File: src/rtl/pipe_hazard_ctrl_pkg.sv
// Shared types for the pipeline hazard controller: multicycle FSM states and the
// hard-wired zero register index.
package pipe_ctrl_pkg;

  typedef enum logic [1:0] {
    IDLE = 2'd0,
    BUSY = 2'd1,
    DONE = 2'd2
  } mc_state_t;

  localparam int REG_ZERO = 0;

endpackage

File: src/rtl/pipe_hazard_ctrl_if.sv
// Hazard inputs from the core and register enable/clear outputs to the pipeline.
// The core side is the master; the hazard controller is the slave.
interface pipe_hazard_ctrl_if #(
  parameter int LAT_W = 4,
  parameter int REG_W = 5
);
  logic [REG_W-1:0] id_rs1;
  logic [REG_W-1:0] id_rs2;
  logic             id_use_rs1;
  logic             id_use_rs2;
  logic [REG_W-1:0] ex_rd;
  logic             ex_is_load;
  logic             ex_mc_start;
  logic [LAT_W-1:0] ex_mc_lat;
  logic             br_taken;
  logic             mem_stall;

  logic             if_en;
  logic             id_en;
  logic             ex_en;
  logic             mem_en;
  logic             wb_en;
  logic             id_clr;
  logic             ex_clr;
  logic             mem_clr;
  logic             mc_busy;
  logic [31:0]      perf_stall;
  logic [31:0]      perf_flush;

  modport master (
    output id_rs1, id_rs2, id_use_rs1, id_use_rs2, ex_rd, ex_is_load,
           ex_mc_start, ex_mc_lat, br_taken, mem_stall,
    input  if_en, id_en, ex_en, mem_en, wb_en, id_clr, ex_clr, mem_clr,
           mc_busy, perf_stall, perf_flush
  );

  modport slave (
    input  id_rs1, id_rs2, id_use_rs1, id_use_rs2, ex_rd, ex_is_load,
           ex_mc_start, ex_mc_lat, br_taken, mem_stall,
    output if_en, id_en, ex_en, mem_en, wb_en, id_clr, ex_clr, mem_clr,
           mc_busy, perf_stall, perf_flush
  );
endinterface

File: src/rtl/pipe_hazard_ctrl_mc_stall_fsm.sv
// Multicycle EX-op stall tracker: an op of latency N stalls for the start cycle plus
// N-1 BUSY cycles, then sits in DONE until the op leaves ID/EX.
module mc_stall_fsm
  import pipe_ctrl_pkg::*;
#(
  parameter int LAT_W = 4
) (
  input  logic             clk,
  input  logic             rstn,
  input  logic             ex_mc_start,
  input  logic [LAT_W-1:0] ex_mc_lat,
  input  logic             mem_stall,
  output logic             mc_stall,
  output logic             mc_busy
);

  localparam logic [1:0] ST_IDLE = IDLE;
  localparam logic [1:0] ST_BUSY = BUSY;
  localparam logic [1:0] ST_DONE = DONE;

  logic [1:0]       state_q, state_d;
  logic [LAT_W-1:0] cnt_q, cnt_d;

  assign mc_stall = ((state_q == ST_IDLE) && ex_mc_start && (ex_mc_lat != '0))
                  || (state_q == ST_BUSY);
  assign mc_busy  = (state_q != ST_IDLE);

  always_comb begin
    state_d = state_q;
    cnt_d   = cnt_q;
    case (state_q)
      ST_IDLE: begin
        if (ex_mc_start) begin
          if (ex_mc_lat >= LAT_W'(2)) begin
            state_d = ST_BUSY;
            cnt_d   = ex_mc_lat - LAT_W'(1);
          end else if (ex_mc_lat == LAT_W'(1)) begin
            state_d = ST_DONE;
          end
        end
      end
      // Counting continues under mem_stall: the functional unit keeps working.
      ST_BUSY: begin
        if (cnt_q == LAT_W'(1)) begin
          state_d = ST_DONE;
          cnt_d   = '0;
        end else begin
          cnt_d = cnt_q - LAT_W'(1);
        end
      end
      // The finished op is still in ID/EX until an unfrozen edge moves it on.
      ST_DONE: begin
        if (!mem_stall) state_d = ST_IDLE;
      end
      default: begin
        state_d = ST_IDLE;
        cnt_d   = '0;
      end
    endcase
  end

  always_ff @(posedge clk) begin
    if (!rstn) begin
      state_q <= ST_IDLE;
      cnt_q   <= '0;
    end else begin
      state_q <= state_d;
      cnt_q   <= cnt_d;
    end
  end

endmodule

File: src/rtl/pipe_hazard_ctrl.sv
// Hazard/stall controller for the 5-stage core: priority mux over memory wait,
// multicycle op, taken branch and load-use. Define HAZ_PERF_CNT_EN for perf counters.
module pipe_hazard_ctrl
  import pipe_ctrl_pkg::*;
#(
  parameter int LAT_W = 4,
  parameter int REG_W = 5
) (
  input logic               clk,
  input logic               rstn,
  pipe_hazard_ctrl_if.slave bus
);

  logic mc_stall;
  logic mc_busy_raw;
  logic load_use;
  logic rs1_hit, rs2_hit;

  mc_stall_fsm #(.LAT_W(LAT_W)) u_mc_fsm (
    .clk        (clk),
    .rstn       (rstn),
    .ex_mc_start(bus.ex_mc_start),
    .ex_mc_lat  (bus.ex_mc_lat),
    .mem_stall  (bus.mem_stall),
    .mc_stall   (mc_stall),
    .mc_busy    (mc_busy_raw)
  );

  assign rs1_hit  = bus.id_use_rs1 && (bus.id_rs1 == bus.ex_rd);
  assign rs2_hit  = bus.id_use_rs2 && (bus.id_rs2 == bus.ex_rd);
  assign load_use = bus.ex_is_load && (bus.ex_rd != REG_W'(REG_ZERO)) && (rs1_hit || rs2_hit);

  assign bus.mc_busy = rstn && mc_busy_raw;

  // Outputs are forced to the free-running defaults while reset is held.
  always_comb begin
    bus.if_en   = 1'b1;
    bus.id_en   = 1'b1;
    bus.ex_en   = 1'b1;
    bus.mem_en  = 1'b1;
    bus.wb_en   = 1'b1;
    bus.id_clr  = 1'b0;
    bus.ex_clr  = 1'b0;
    bus.mem_clr = 1'b0;
    if (!rstn) begin
      bus.if_en = 1'b1;
    end else if (bus.mem_stall) begin
      bus.if_en  = 1'b0;
      bus.id_en  = 1'b0;
      bus.ex_en  = 1'b0;
      bus.mem_en = 1'b0;
      bus.wb_en  = 1'b0;
    end else if (mc_stall) begin
      bus.if_en   = 1'b0;
      bus.id_en   = 1'b0;
      bus.ex_en   = 1'b0;
      bus.mem_clr = 1'b1;
    end else if (bus.br_taken) begin
      bus.id_clr = 1'b1;
      bus.ex_clr = 1'b1;
    end else if (load_use) begin
      bus.if_en  = 1'b0;
      bus.id_en  = 1'b0;
      bus.ex_clr = 1'b1;
    end
  end

`ifdef HAZ_PERF_CNT_EN
  logic [31:0] perf_stall_q, perf_stall_d;
  logic [31:0] perf_flush_q, perf_flush_d;
  logic        flush_win;

  assign flush_win    = rstn && !bus.mem_stall && !mc_stall && bus.br_taken;
  assign perf_stall_d = (!bus.if_en || !bus.id_en) ? perf_stall_q + 32'd1 : perf_stall_q;
  assign perf_flush_d = flush_win ? perf_flush_q + 32'd1 : perf_flush_q;

  always_ff @(posedge clk) begin
    if (!rstn) begin
      perf_stall_q <= '0;
      perf_flush_q <= '0;
    end else begin
      perf_stall_q <= perf_stall_d;
      perf_flush_q <= perf_flush_d;
    end
  end

  assign bus.perf_stall = perf_stall_q;
  assign bus.perf_flush = perf_flush_q;
`else
  assign bus.perf_stall = '0;
  assign bus.perf_flush = '0;
`endif

endmodule

File: src/flat_wrapper.sv
// flat-port wrapper written by rule: the top's interface ports become plain ports
module pipe_hazard_ctrl_flat import pipe_ctrl_pkg::*;
#(
  parameter int LAT_W = 4,
  parameter int REG_W = 5
)
  (clk, rstn, bus_id_rs1, bus_id_rs2, bus_id_use_rs1, bus_id_use_rs2, bus_ex_rd, bus_ex_is_load, bus_ex_mc_start, bus_ex_mc_lat, bus_br_taken, bus_mem_stall, bus_if_en, bus_id_en, bus_ex_en, bus_mem_en, bus_wb_en, bus_id_clr, bus_ex_clr, bus_mem_clr, bus_mc_busy, bus_perf_stall, bus_perf_flush);
  pipe_hazard_ctrl_if #(.LAT_W(LAT_W), .REG_W(REG_W)) bus_i ();
  input logic clk;
  input logic rstn;
  input wire logic [$bits(bus_i.id_rs1)-1:0] bus_id_rs1;
  input wire logic [$bits(bus_i.id_rs2)-1:0] bus_id_rs2;
  input wire logic [$bits(bus_i.id_use_rs1)-1:0] bus_id_use_rs1;
  input wire logic [$bits(bus_i.id_use_rs2)-1:0] bus_id_use_rs2;
  input wire logic [$bits(bus_i.ex_rd)-1:0] bus_ex_rd;
  input wire logic [$bits(bus_i.ex_is_load)-1:0] bus_ex_is_load;
  input wire logic [$bits(bus_i.ex_mc_start)-1:0] bus_ex_mc_start;
  input wire logic [$bits(bus_i.ex_mc_lat)-1:0] bus_ex_mc_lat;
  input wire logic [$bits(bus_i.br_taken)-1:0] bus_br_taken;
  input wire logic [$bits(bus_i.mem_stall)-1:0] bus_mem_stall;
  output wire logic [$bits(bus_i.if_en)-1:0] bus_if_en;
  output wire logic [$bits(bus_i.id_en)-1:0] bus_id_en;
  output wire logic [$bits(bus_i.ex_en)-1:0] bus_ex_en;
  output wire logic [$bits(bus_i.mem_en)-1:0] bus_mem_en;
  output wire logic [$bits(bus_i.wb_en)-1:0] bus_wb_en;
  output wire logic [$bits(bus_i.id_clr)-1:0] bus_id_clr;
  output wire logic [$bits(bus_i.ex_clr)-1:0] bus_ex_clr;
  output wire logic [$bits(bus_i.mem_clr)-1:0] bus_mem_clr;
  output wire logic [$bits(bus_i.mc_busy)-1:0] bus_mc_busy;
  output wire logic [$bits(bus_i.perf_stall)-1:0] bus_perf_stall;
  output wire logic [$bits(bus_i.perf_flush)-1:0] bus_perf_flush;
  assign bus_i.id_rs1 = bus_id_rs1;
  assign bus_i.id_rs2 = bus_id_rs2;
  assign bus_i.id_use_rs1 = bus_id_use_rs1;
  assign bus_i.id_use_rs2 = bus_id_use_rs2;
  assign bus_i.ex_rd = bus_ex_rd;
  assign bus_i.ex_is_load = bus_ex_is_load;
  assign bus_i.ex_mc_start = bus_ex_mc_start;
  assign bus_i.ex_mc_lat = bus_ex_mc_lat;
  assign bus_i.br_taken = bus_br_taken;
  assign bus_i.mem_stall = bus_mem_stall;
  assign bus_if_en = bus_i.if_en;
  assign bus_id_en = bus_i.id_en;
  assign bus_ex_en = bus_i.ex_en;
  assign bus_mem_en = bus_i.mem_en;
  assign bus_wb_en = bus_i.wb_en;
  assign bus_id_clr = bus_i.id_clr;
  assign bus_ex_clr = bus_i.ex_clr;
  assign bus_mem_clr = bus_i.mem_clr;
  assign bus_mc_busy = bus_i.mc_busy;
  assign bus_perf_stall = bus_i.perf_stall;
  assign bus_perf_flush = bus_i.perf_flush;
  pipe_hazard_ctrl #(.LAT_W(LAT_W), .REG_W(REG_W)) u_core (.clk(clk), .rstn(rstn), .bus(bus_i));
endmodule
File: config.mk
export PLATFORM = sky130hd
export DESIGN_NAME = pipe_hazard_ctrl_flat
export DESIGN_NICKNAME = d
export VERILOG_FILES = /design/src/rtl/pipe_hazard_ctrl_pkg.sv /design/src/rtl/pipe_hazard_ctrl_if.sv /design/src/rtl/pipe_hazard_ctrl_mc_stall_fsm.sv /design/src/rtl/pipe_hazard_ctrl.sv /design/src/flat_wrapper.sv
export SDC_FILE = /design/constraint.sdc
export NUM_CORES = 1
export LEC_CHECK = 0
export CAP_MARGIN = 40
export CORE_MARGIN = 4
export CORE_UTILIZATION = 30
export DETAILED_ROUTE_END_ITERATION = 8
export PLACE_DENSITY = 0.86
export SLEW_MARGIN = 30
export SYNTH_ARGS = -nofsm -noshare
export SYNTH_HDL_FRONTEND = slang
export SYNTH_HIERARCHICAL = 1
export SYNTH_SLANG_ARGS = --single-unit
File: constraint.sdc
create_clock -name clk -period 1.7 [get_ports clk]
set_input_delay 0.34 -clock clk [delete_from_list [all_inputs] [get_ports clk]]
set_output_delay 0.34 -clock clk [all_outputs]
set_load 0.05 [all_outputs]
==> metrics.txt <==
Cells on Worst Hold Path=2; Adder-Cell Fraction of Synth Area=5.22%; count of different cell masters after synthesis=37; combinational share of power=66.1%; die width=71.2 um; post-synthesis mux area share=1.67%; Hold Buf Count CTS=0; number of global-route vias before repair=978; crit-path max FO=2; largest family of logic cells by synthesized area=buffers and inverters; first-pass GRT wire length=4130 um; clock latency at the later pin of the worst-skew pair=0.23 ns; clock skew=0.00281 ns; share of post-route cells with drive strength above 1=30.0%; reg2reg path depth=5; failing checks=setup timing; Final period util=114%; CTS tree=yes; CTS clk-pin slew, worst paths=0.04 ns; vias post-DR=1040; clk root buf=clkbuf_8; CTS Buffer Depth=2; drt first-iter violations=20; Post-Syn Area per Cell=7.48 um2; PortBufs=35; #FFs+latches synth=6; Synth Area in Compound Gates=11.6%; largest net degree at the start of global routing=11; clock sinks=6; Simple-Gate Fraction of Synth Area=17.0%; crit path launch type=input pin; Endpoint, Worst Hold=u_core/u_mc_fsm/cnt_q[2]; router iterations before antenna repair=4; Critical Path AT=1.59 ns; post-route ant nets=0; initial antenna violation count=0; Max rail drop VDD=0.375 mV; final setup violating endpoints=7; sum of negative setup slack=-0.800 ns; Synthesis Warnings=6; max_cap viols=0; Synth Area in XOR/XNOR=9.51%; Hold Startpoint=u_core/u_mc_fsm/cnt_q[2]; Util after Layout=46.4%; fillers=383; FF-to-FF Start=u_core/u_mc_fsm/state_q[1]; dpl hpwl=2380 um; Final Hold Fails=0; DR vias/cell=3.92; Layout Nets=251; DRC=0; H-tree levels=1; Reg power frac=15.4%; ys async rst share=0%; r2r endpoint=u_core/u_mc_fsm/state_q[1]; core area=3770 um2; GRT Overall Usage=10.1%; Switch Pwr=0.618 mW; Die Area=5070 um2; Top Ports=100; Mapped Area=1200 um2; Internal Power=0.558 mW; static leakage=0.859 nW; grt ovf=0; post-synthesis sequential area ratio=10.0%; CTS Buf Count=3; cell row count=22; CP Data Required Time=1.36 ns; number of synthesized flops with an enable pin=0; Slew Limit Fails=0; area grow syn2layout=46.1%; Final WS setup=-0.231 ns; CP endpoint kind=output port; ANT cells=0; status=complete, but fails checks; RSZ-0062 raised after global routing=yes; register-to-register setup slack=0.32 ns; Avg WL per Cell=10.5 um; clock share of power=18.5%; Initial Util=31.8%; Synth Flop Type=dfxtp_1; Post-Syn Instances=160; sw frac=52.6%; fin crit period=1.93 ns; final wirelength=2780 um; PwrDens=673 nW/um2; Max Fclk=518 MHz; Crit Path Class=in2out; GP Congestion=0.911; HP Class=reg2reg; Die H=71.2 um
## power by group through the flow
stage,registers [mW],clock network [mW],logic [mW]
finish,0.182,0.218,0.777
global route,0.184,0.233,0.822
CTS,0.182,0.225,0.766
detailed placement,0.184,0,0.759
global placement,0.183,0,0.749
floorplan,0.178,0,0.660
## final cells by class
type | instances | area (um2) | share of cell area [%]
Clock buffer | 3 | 41.3 | 2.36
Multi-Input combinational cell | 141 | 861 | 49.2
Timing Repair Buffer | 59 | 619 | 35.4
Sequential cell | 6 | 120 | 6.87
Inverter | 8 | 47.5 | 2.72
Tap cell | 48 | 60.1 | 3.43
## registers in the layout, summed over array words and instances, names as in the netlist
name / count
u_core/u_mc_fsm/state_q: 2
u_core/u_mc_fsm/cnt_q: 4
## timing repair
item	4_1_cts	5_1_grt
setup endpoints to repair	14	7
resized for setup	60	6
pin swaps	20	9
setup buffers	2	2
## critical path: stages
cell,delay [ns]
buf_6,0.09
or4_4,0.54
o21ai_4,0.15
nor3b_2,0.08
a21boi_4,0.22
buf_12,0.17
## cells in the mapped netlist, drive strengths merged (2+ instances only)
cell type / count / area share (%)
buf: 67 / 42
xnor2: 10 / 7.3
inv: 8 / 2.5
nor2: 8 / 2.5
o21ai: 8 / 3.7
nand2: 7 / 2.2
a21oi: 6 / 2.5
dfxtp: 6 / 10
ha: 5 / 5.2
nor3: 3 / 1.7
nor4: 3 / 2.8
xor2: 3 / 2.2
and2: 2 / 1.0
mux2i: 2 / 1.7
nand4: 2 / 1.0
nor3b: 2 / 1.3
o21a: 2 / 1.3
## placed cells by master, fill, tap and decap left out, types with 2 or more instances in the layout
master and instances:
nor3b_2 2, buf_2 4, buf_4 20, buf_6 6
a21oi_1 5, xnor2_1 10, nand2_1 6, nor2_1 5
nor4_1 2, nor2_2 3, o21ai_0 6, nand4_1 2
ha_1 4, clkbuf_8 3, mux2i_1 2, dlygate4sd2_1 11
nor3_1 2, dfxtp_1 6, xor2_1 3, inv_1 6
clkdlybuf4s50_1 7, buf_12 10, o21ai_4 2, conb_1 64
o21a_1 2
## layer usage
layer  routed length (um)  vias up  track usage, %
met5                    0        -               0
met4                   53        0            3.97
met3                  346        6            3.84
met2                 1440       67            18.5
met1                  935      457            10.1
li1                     -      510               -
## through the flow
step	hold WS (ns)	instance area (um2)	cells	setup slack [ns]	power (mW)
after global routing	0.609	1750	265	-0.278	1.24
after floorplan	0.456	1500	223	-0.389	0.838
after CTS	0.566	1730	264	-0.243	1.17
after global placement	0.548	1650	259	-0.662	0.931
after detailed placement	0.560	1650	259	-0.702	0.943
final	0.565	1750	265	-0.231	1.18
## worst max path at each step
stage / start / slack [ns] / end
final: bus_ex_rd[0] / -0.23 / bus_if_en
after global routing: bus_id_rs1[0] / -0.28 / bus_id_en
after CTS: bus_ex_rd[4] / -0.24 / bus_if_en
after detailed placement: bus_ex_mc_lat[1] / -0.70 / bus_if_en
after global placement: bus_ex_mc_lat[1] / -0.66 / bus_if_en
after floorplan: bus_ex_mc_lat[1] / -0.39 / bus_if_en
## kinds of logic (layout without fill, tap and decap cells)
family / Yosys count / after routing
AOI/OAI and AO/OA: 22 / 22
xor gates and xnor gates: 13 / 13
adders and majority gates: 5 / 5
buffers and inverters: 76 / 70
DFF: 6 / 6
muxes: 2 / 2
other: 1 / 64
and+or+nand+nor: 35 / 35
Note: power is estimated with default switching activity, not from simulation.
